===== config.mk =====
export PLATFORM = sky130hd
export DESIGN_NAME = wt_mem_req_arbiter
export DESIGN_NICKNAME = d
export VERILOG_FILES = /design/src/rtl/wt_mem_req_arbiter.sv
export SDC_FILE = /design/constraint.sdc
export NUM_CORES = 1
export LEC_CHECK = 0
export CAP_MARGIN = 20
export CORE_AREA = 2 2 302 304
export CTS_CLUSTER_DIAMETER = 60
export DETAILED_ROUTE_END_ITERATION = 12
export DIE_AREA = 0 0 304 306
export GPL_TIMING_DRIVEN = 1
export PLACE_DENSITY_LB_ADDON = 0.1
export SKIP_CTS_REPAIR_TIMING = 1
export SLEW_MARGIN = 20
export SYNTH_ARGS = -nofsm -noshare
export SYNTH_HDL_FRONTEND = slang
export SYNTH_SLANG_ARGS = --single-unit

===== constraint.sdc =====
create_clock -name clk_i -period 1.8 [get_ports clk_i]
set_input_delay 0.18 -clock clk_i [delete_from_list [all_inputs] [get_ports clk_i]]
set_output_delay 0.18 -clock clk_i [all_outputs]
set_load 0.01 [all_outputs]

===== src/rtl/wt_mem_req_arbiter.sv =====
// rtl/wt_mem_req_arbiter.sv - I$/D$ round-robin request arbiter with per-source outstanding tracking
module wt_mem_req_arbiter #(
  parameter int ReqWidth       = 128,
  parameter int RtrnWidth      = 192,
  parameter int MaxOutstanding = 4
) (
  input  logic                 clk_i,
  input  logic                 rst_i,
  input  logic                 stall_i,
  input  logic                 icache_req_i,
  input  logic [ReqWidth-1:0]  icache_data_i,
  output logic                 icache_ack_o,
  input  logic                 dcache_req_i,
  input  logic [ReqWidth-1:0]  dcache_data_i,
  output logic                 dcache_ack_o,
  output logic                 mem_req_o,
  output logic [ReqWidth-1:0]  mem_data_o,
  output logic                 mem_src_o,
  input  logic                 mem_ack_i,
  input  logic                 mem_rtrn_vld_i,
  input  logic                 mem_rtrn_src_i,
  input  logic [RtrnWidth-1:0] mem_rtrn_i,
  output logic                 icache_rtrn_vld_o,
  output logic                 dcache_rtrn_vld_o,
  output logic [RtrnWidth-1:0] rtrn_o,
  output logic                 busy_o,
  output logic                 err_o
);

  localparam int CntW = $clog2(MaxOutstanding + 1);
  localparam logic [CntW-1:0] CntMax = CntW'(MaxOutstanding);
  localparam logic [CntW-1:0] CntOne = CntW'(1);

  typedef enum logic [1:0] {
    IDLE  = 2'd0,
    GNT_I = 2'd1,
    GNT_D = 2'd2
  } state_e;

  state_e          r_state;
  state_e          w_state_nxt;
  logic            r_rr_ptr;
  logic            w_rr_ptr_nxt;
  logic [CntW-1:0] r_cnt_i;
  logic [CntW-1:0] r_cnt_d;
  logic            r_err;

  logic w_elig_i;
  logic w_elig_d;
  logic w_req_drop;
  logic w_inc_i;
  logic w_inc_d;
  logic w_dec_i;
  logic w_dec_d;
  logic w_unf_i;
  logic w_unf_d;

  // Cap and stall only gate the decision taken in IDLE; a running grant is never withdrawn.
  assign w_elig_i = icache_req_i & (r_cnt_i < CntMax) & ~stall_i;
  assign w_elig_d = dcache_req_i & (r_cnt_d < CntMax) & ~stall_i;

  // Next-state, grant outputs and acks of the arbitration FSM
  always_comb begin
    w_state_nxt  = r_state;
    w_rr_ptr_nxt = r_rr_ptr;
    mem_req_o    = 1'b0;
    mem_src_o    = 1'b0;
    icache_ack_o = 1'b0;
    dcache_ack_o = 1'b0;
    w_req_drop   = 1'b0;
    case (r_state)
      IDLE: begin
        if (w_elig_i && w_elig_d) begin
          w_state_nxt = r_rr_ptr ? GNT_D : GNT_I;
        end else if (w_elig_i) begin
          w_state_nxt = GNT_I;
        end else if (w_elig_d) begin
          w_state_nxt = GNT_D;
        end
      end
      GNT_I: begin
        mem_req_o    = 1'b1;
        mem_src_o    = 1'b0;
        icache_ack_o = mem_ack_i;
        w_req_drop   = ~icache_req_i;
        if (mem_ack_i) begin
          w_state_nxt  = IDLE;
          w_rr_ptr_nxt = 1'b1;
        end
      end
      GNT_D: begin
        mem_req_o    = 1'b1;
        mem_src_o    = 1'b1;
        dcache_ack_o = mem_ack_i;
        w_req_drop   = ~dcache_req_i;
        if (mem_ack_i) begin
          w_state_nxt  = IDLE;
          w_rr_ptr_nxt = 1'b0;
        end
      end
      default: begin
        w_state_nxt = IDLE;
      end
    endcase
  end

  assign mem_data_o = (r_state == GNT_D) ? dcache_data_i : icache_data_i;

  // Returns are steered purely by their tag, with no added latency.
  assign icache_rtrn_vld_o = mem_rtrn_vld_i & ~mem_rtrn_src_i;
  assign dcache_rtrn_vld_o = mem_rtrn_vld_i &  mem_rtrn_src_i;
  assign rtrn_o            = mem_rtrn_i;

  assign w_inc_i = icache_ack_o;
  assign w_inc_d = dcache_ack_o;
  assign w_dec_i = icache_rtrn_vld_o;
  assign w_dec_d = dcache_rtrn_vld_o;

  // A return with nothing outstanding (and no same-cycle ack to cover it) is an underflow.
  assign w_unf_i = w_dec_i & ~w_inc_i & (r_cnt_i == '0);
  assign w_unf_d = w_dec_d & ~w_inc_d & (r_cnt_d == '0);

  // FSM state and round-robin pointer registers
  always_ff @(posedge clk_i) begin
    if (rst_i) begin
      r_state  <= IDLE;
      r_rr_ptr <= 1'b0;
    end else begin
      r_state  <= w_state_nxt;
      r_rr_ptr <= w_rr_ptr_nxt;
    end
  end

  // Outstanding counters: ack adds one, return removes one, both together cancel
  always_ff @(posedge clk_i) begin
    if (rst_i) begin
      r_cnt_i <= '0;
      r_cnt_d <= '0;
    end else begin
      if (w_inc_i && !w_dec_i) begin
        r_cnt_i <= r_cnt_i + CntOne;
      end else if (!w_inc_i && w_dec_i && (r_cnt_i != '0)) begin
        r_cnt_i <= r_cnt_i - CntOne;
      end
      if (w_inc_d && !w_dec_d) begin
        r_cnt_d <= r_cnt_d + CntOne;
      end else if (!w_inc_d && w_dec_d && (r_cnt_d != '0)) begin
        r_cnt_d <= r_cnt_d - CntOne;
      end
    end
  end

  // Sticky protocol error: request dropped mid-grant or counter underflow
  always_ff @(posedge clk_i) begin
    if (rst_i) begin
      r_err <= 1'b0;
    end else if (w_req_drop || w_unf_i || w_unf_d) begin
      r_err <= 1'b1;
    end
  end

  assign busy_o = (r_state != IDLE) | (r_cnt_i != '0) | (r_cnt_d != '0);
  assign err_o  = r_err;

endmodule


# Word-level counts from Yosys, hierarchy flattened
# Cells that the tools add are included.
# word_totals
wordCells	79
input_bits	456
regBits	10
# op_classes
bitwise	18
eq_ne	6
n_reduce_logical	25
muxes	19
add_sub_neg	4
n_lt_le_gt_ge	2
# ops
op	n
128-bit two-way mux	1
3-bit two-way mux	4
1-bit AND	10
2-bit two-way mux	5
2-bit nonzero test	4
1-bit logical AND	7
3-bit by 1-bit adder with 3-bit output, second input constant	2
3-bit logical NOT	2
3-bit less-than comparator, second input constant	2
1-bit two-way mux	6
1-bit inverter	6
3-bit nonzero test	2
3-bit by 1-bit subtractor with 3-bit output, second input constant	2
1-bit logical NOT	4
2-bit != test, second input constant	2
4-bit != test, second input constant	1
1-bit case mux with 2 select lines	2
2-bit case mux with 2 select lines	1
3-bit AND reduction	1
2-bit by 1-bit == test with 1-bit output, second input constant	1
2-bit == test, second input constant	1
2-bit logical NOT	1
1-bit logical OR	2
2-bit by 1-bit != test with 1-bit output, second input constant	1
other kinds (3)	4

# Depth between registers and ports, before layout
# Gate-level depths: netlist of run 1.
# depth
word_depth	7
depth_mapped	9

# Worst setup path before layout of run 1
# No wires, ideal clock.
# synth_path
path_kind	reg-to-reg
startpoint	register r_state[0]
endpoint	register r_cnt_d[2]
path_stages_with_launch	10
n_path_buf	1
setup_slack_ns	-0.116
setup_ns	0.131
period_less_slack_ns	1.916
arrival_ns	1.785
cell_sequence	dfxtp_1 > inv_1 > ha_1 > and2_1 > buf_6 > nand2_1 > fa_1 > nor3_1 > o21ai_1 > nor3b_2
# synth_via
elab_chain_cells	6
word_cells_on_any_way	8
cone_classes	eq/ne: 1; mux: 2; reduce/logical: 5
# synth_lines
item	line	source
from (decl)	40	state_e r_state;
from (signal assigned)	129	r_state <= w_state_nxt;
2-bit == test *	71	case (r_state)
1-bit two-way mux *	71	
net dcache_ack_o	15	output logic dcache_ack_o,
1-bit logical NOT	147	end else if (!w_inc_d && w_dec_d && (r_cnt_d != '0)) begin
1-bit logical AND (2 in a row)	147	
2-bit nonzero test (no source line)	-	
to (signal assigned)	146	r_cnt_d <= r_cnt_d + CntOne;
to (signal assigned)	148	r_cnt_d <= r_cnt_d - CntOne;
to (decl)	45	logic [CntW-1:0] r_cnt_d;
# Mark *: on every way through the listed nets, which the timed path passes. The rest lies on a longest branch.
# A chain may end at the register's enable or synchronous reset.

# Worst setup path after layout of run 1
# layout_path
startpoint	register r_state[0]
endpoint	output mem_data_o[14]
# layout_via
elab_chain_cells	2
# layout_lines
item	line	source
2-bit == test	107	assign mem_data_o = (r_state == GNT_D) ? dcache_data_i : icache_data_i;
128-bit two-way mux	107	
to (decl)	17	output logic [ReqWidth-1:0] mem_data_o,
# No other way between the ends.

==> results of run 1 <==
[state kept, by name, indices dropped and copies added (netlist names)]
signal    cells
r_state       2
r_cnt_d       3
r_cnt_i       3
r_rr_ptr      1
err_o         1
[power groups by stage]
stage / sequential, µW / clock, µW / combinational, µW
5_1_grt: 305 / 487 / 5780
4_1_cts: 297 / 477 / 4290
6_report: 301 / 456 / 5400
2_1_floorplan: 314 / 0 / 2130
3_3_place_gp: 299 / 0 / 4340
3_5_place_dp: 300 / 0 / 4270
[worst register-to-register path: stages (launching register included)]
cell,delay [ns]
dfxtp_2,0.31
inv_2,0.07
ha_4,0.15
buf_4,0.11
buf_8,0.10
and2_4,0.14
nand2_2,0.05
fa_2,0.36
nor3_4,0.22
o21ai_1,0.07
nor3b_2,0.14
[metal layers]
metal / track usage / vias to the layer above
met2: 0.0747 / 455
met4: 0.00359 / 10
met1: 0.0555 / 1764
li1: - / 1746
met3: 0.0444 / 22
met5: 0.00258 / -
[kinds of logic after synthesis]
family,after synthesis,share of synthesized area
AO/OA/AOI/OAI,14,0.0307
adder cells (fa/ha/maj),6,0.0246
buffers and inverters,218,0.427
multiplexers,132,0.408
flip-flops,10,0.0546
XOR/XNOR,1,0.00239
AND/OR/NAND/NOR,33,0.0529
[layout make-up]
class / count / area share
Tap cell: 1176 / 0.163
Sequential cell: 10 / 0.0225
Inverter: 10 / 0.00417
Multi-Input combinational cell: 186 / 0.254
Clock buffer: 4 / 0.00986
Timing Repair Buffer: 475 / 0.547
[layout by cell type (no fill, tap or decap), types with 3 or more instances in the layout]
cell             instances
nor3_2                   5
nor2_1                   4
a21oi_1                  3
mux2_2                  52
clkdlybuf4s50_1        264
buf_6                  100
clkbuf_16               12
clkbuf_2                36
inv_1                    7
nor2b_1                  4
buf_12                   7
mux2_4                  77
dfxtp_1                  8
nand2_1                  3
buf_8                    9
buf_4                   33
inv_2                    3
dlymetal6s2s_1          13
nor3_1                   3
[worst max path at each step]
stage / from / end / slack [ns] / cells past startpoint
6_report: r_state[0] / mem_data_o[14] / -0.22 / 9
5_1_grt: r_state[0] / mem_data_o[14] / -0.29 / 9
4_1_cts: r_state[1] / mem_data_o[16] / -0.59 / 5
3_5_place_dp: r_state[1] / mem_data_o[16] / -0.32 / 5
3_3_place_gp: r_state[0] / mem_data_o[16] / -0.30 / 6
2_1_floorplan: r_state[0] / r_cnt_d[2] / -0.006 / 9
[per-stage QoR]
step                hold WS, ns  TNS (ns)
floorplan                 0.346  -0.00608
global placement          0.360    -18.08
detailed placement        0.360    -19.90
CTS                       0.360    -54.90
global route              0.360    -22.90
finish                    0.360    -14.59
==> parameters.txt, run 1 <==
Parameter                              Value

Outcome
  Run status ... finished, violations left
  Violations in the final reports ... setup timing

Global route
  Global Route Usage Sum ... 0.0503
  Number of antenna violations at the first check in global routing ... 5
  Maximum number of pins on one net before global-route repair ... 34
  Wire length of the first global-routing pass ... 33400 µm
  Total congestion overflow after global routing ... 0
  Number of global-route vias before repair ... 4176

Layout
  Post-layout nets ... ~1100
  Number of diodes added for antenna fixing ... 0
  Final instance area ... around 0.009 mm²
  Area of combinational cells with multiple inputs ... ~0.0023 mm²
  Share of final-layout standard cells stronger than drive strength 1 ... 0.523
  Post-layout instance count excluding filler cells ... around 1900
  Synthesis-to-finish area growth ... 146%
  Fill cell count ... ~10000
  Storage cell area ... about 200 µm²
  Final standard cell utilization of the core ... 0.101

Synthesis
  Avg Inst Size Synth ... ~9 µm²
  Largest area contributor in the synthesized netlist ... mux2_2
  Fraction of synthesized cell area taken by the top area cell type ... 0.396
  Number of standard cells after synthesis ... a little over 400
  Post-synthesis async set-or-reset flop share ... 0
  Sequential cell area fraction in the yosys report ... 0.0546
  Post-synthesis net count ... about 900
  Dominant cells by area after synthesis ... mux2_2 40%, buf_4 39%, dfxtp_1 5.5%
  Number of library cell types mapped by synthesis ... 34
  Most frequent cells after synthesis ... 192 x buf_4, 129 x mux2_2, 14 x buf_2, 10 x dfxtp_1, 10 x inv_1
  Most frequent cell after synthesis ... buf_4
  Number of warnings reported in the yosys synthesis log ... 0
  Number of synthesized register bits ... 10
  Post-Syn Area ... about 0.0037 mm²
  Top FF cell, synth ... dfxtp_1
  Number of synthesized flops with an enable pin ... 0

STA
  Maximum clock frequency ... 0.494 GHz
  Slack of the critical path ... -0.223 ns
  Number of hold violations in the final report ... 0
  Relative slew margins ... 0.772
  Unrepaired setup endpoints after global routing ... yes
  Worst-case clock skew ... between 0.003 and 0.004 ns
  Final setup vio count ... 119
  Share of the cycle needed by the critical path after routing ... 1.12
  Transition at the pin with the smallest max-transition slack ... around 0.34 ns
  Final critical delay including setup and external delays ... around 2.0 ns
  Final max-slew violation count ... 0

Critical path
  Kind of cell adding the most delay to the critical path ... buffers and inverters
  Critical Path Sink Type ... primary output
  Crit path largest cell delay ... 0.32 ns
  Critical path's slowest cell ... dfxtp_2
  Most frequent cell on the critical path ... buf_12
  Kind of critical path ... reg2out
  Reg-to-reg slack, setup ... -0.05 ns
  Path depth of the worst reg2reg path ... 10
  Maximum net fanout on the critical path ... 8
  Cells along the critical path ... inv_2, ha_4, buf_12, buf_12, buf_8, buf_12, buf_6, mux2_4, buf_6
  R2r startpoint ... r_state[0]
  Crit path DAT ... 1.84 ns
  Type of origin of the critical path ... flip-flop
  Endpoint of the most critical register-to-register path ... r_cnt_d[2]
  Bufs and invs on worst path ... 7
  CP Data Required Time ... between 1.5 and 2 ns

Placement
  PortBufs ... about 400
  Final weighted congestion in routability-driven placement ... approximately 0.77
  Post-place setup slack ... -0.323 ns
  HPWL after detailed placement ... ~23000 µm
  Placed Instance Area ... approximately 0.0080 mm²
  Placed Cells incl. Taps ... between 1500 and 2000

CTS
  Max Root-Sink Buffers ... 2
  Total number of H-tree levels ... 1
  Later-pin clock latency in the skew report ... about 0.24 ns
  Sink Count ... 10
  CTS Buf Count ... 3
  TritonCTS clock tree ... built
  CTS Root Buffer Type ... clkbuf_16
  Post-CTS clock slew at the launch and capture registers of the worst setup and hold paths ... approximately 0.04 ns

Pwr
  Net load switching power ... ~2200 µW
  Power share of the clock group ... 0.074
  Switching portion of total power ... 0.353
  Leak pwr ... approximately 0.0035 µW
  Proportion of power drawn by flip-flops and latches ... 0.049
  Internal cell power ... roughly 4000 µW
  Worst vdd ir ... around 280 µV
  Overall power consumption ... 6160 µW
  Relative contribution of combinational cells to total power ... 0.877
  Power per Cell Area ... about 680 mW/mm²

Drt
  Residual DRC ... 0
  Vias per inst ... 2.15
  Post-detailed-routing wire length ... around 28000 µm
  Remaining antenna violation count after routing ... 0
  Met1 layer wirelength in the final routing ... 11100 µm
  Met2 routed WL ... roughly 12000 µm
  Detail Route met3 WL ... around 4600 µm
  Routed wire length per instance ... ~15 µm
  Iteration-0 DRC count of the detailed router ... approximately 70
  Vias ... ~4000
  Highest routed layer ... met5
  Detailed Routing Iterations Pass 1 ... 4

Die
  I/O pin total ... 784
  Standard-cell rows ... 110
  Vert. Die Dim ... 306 µm
  Die Span X ... slightly above 300 µm
  Effective utilization at floorplan ... 0.0409
  DIE AREA ... 0.0930 mm²
  Core area ... ~0.09 mm²

Min path
  Launch instance of the worst min-delay path ... mem_rtrn_i[103]
  Capture endpoint of the worst hold path ... rtrn_o[103]
  Worst hold path cell count ... 0
  Worst hold path class ... in2out

Flow run
  Number of max-capacitance violations reported ... 0
Power figures use the tool's default switching activity.
==> inputs of run 2 (changes only) <==
--- a/config.mk
+++ b/config.mk
@@ -10,7 +10,6 @@
 export CTS_CLUSTER_DIAMETER = 60
 export DETAILED_ROUTE_END_ITERATION = 12
 export DIE_AREA = 0 0 304 306
-export GPL_TIMING_DRIVEN = 1
 export PLACE_DENSITY_LB_ADDON = 0.1
 export SKIP_CTS_REPAIR_TIMING = 1
 export SLEW_MARGIN = 20
==> results of run 2 <==
No change in the layout: final DEF, timing and power equal those of run 1.
==> inputs of run 3 (changes only) <==
--- a/config.mk
+++ b/config.mk
@@ -10,6 +10,7 @@
 export CTS_CLUSTER_DIAMETER = 60
 export DETAILED_ROUTE_END_ITERATION = 12
 export DIE_AREA = 0 0 304 306
+export HOLD_SLACK_MARGIN = 0.08
 export PLACE_DENSITY_LB_ADDON = 0.1
 export SKIP_CTS_REPAIR_TIMING = 1
 export SLEW_MARGIN = 20
==> results of run 3 <==
No change in the layout: final DEF, timing and power equal those of run 1.
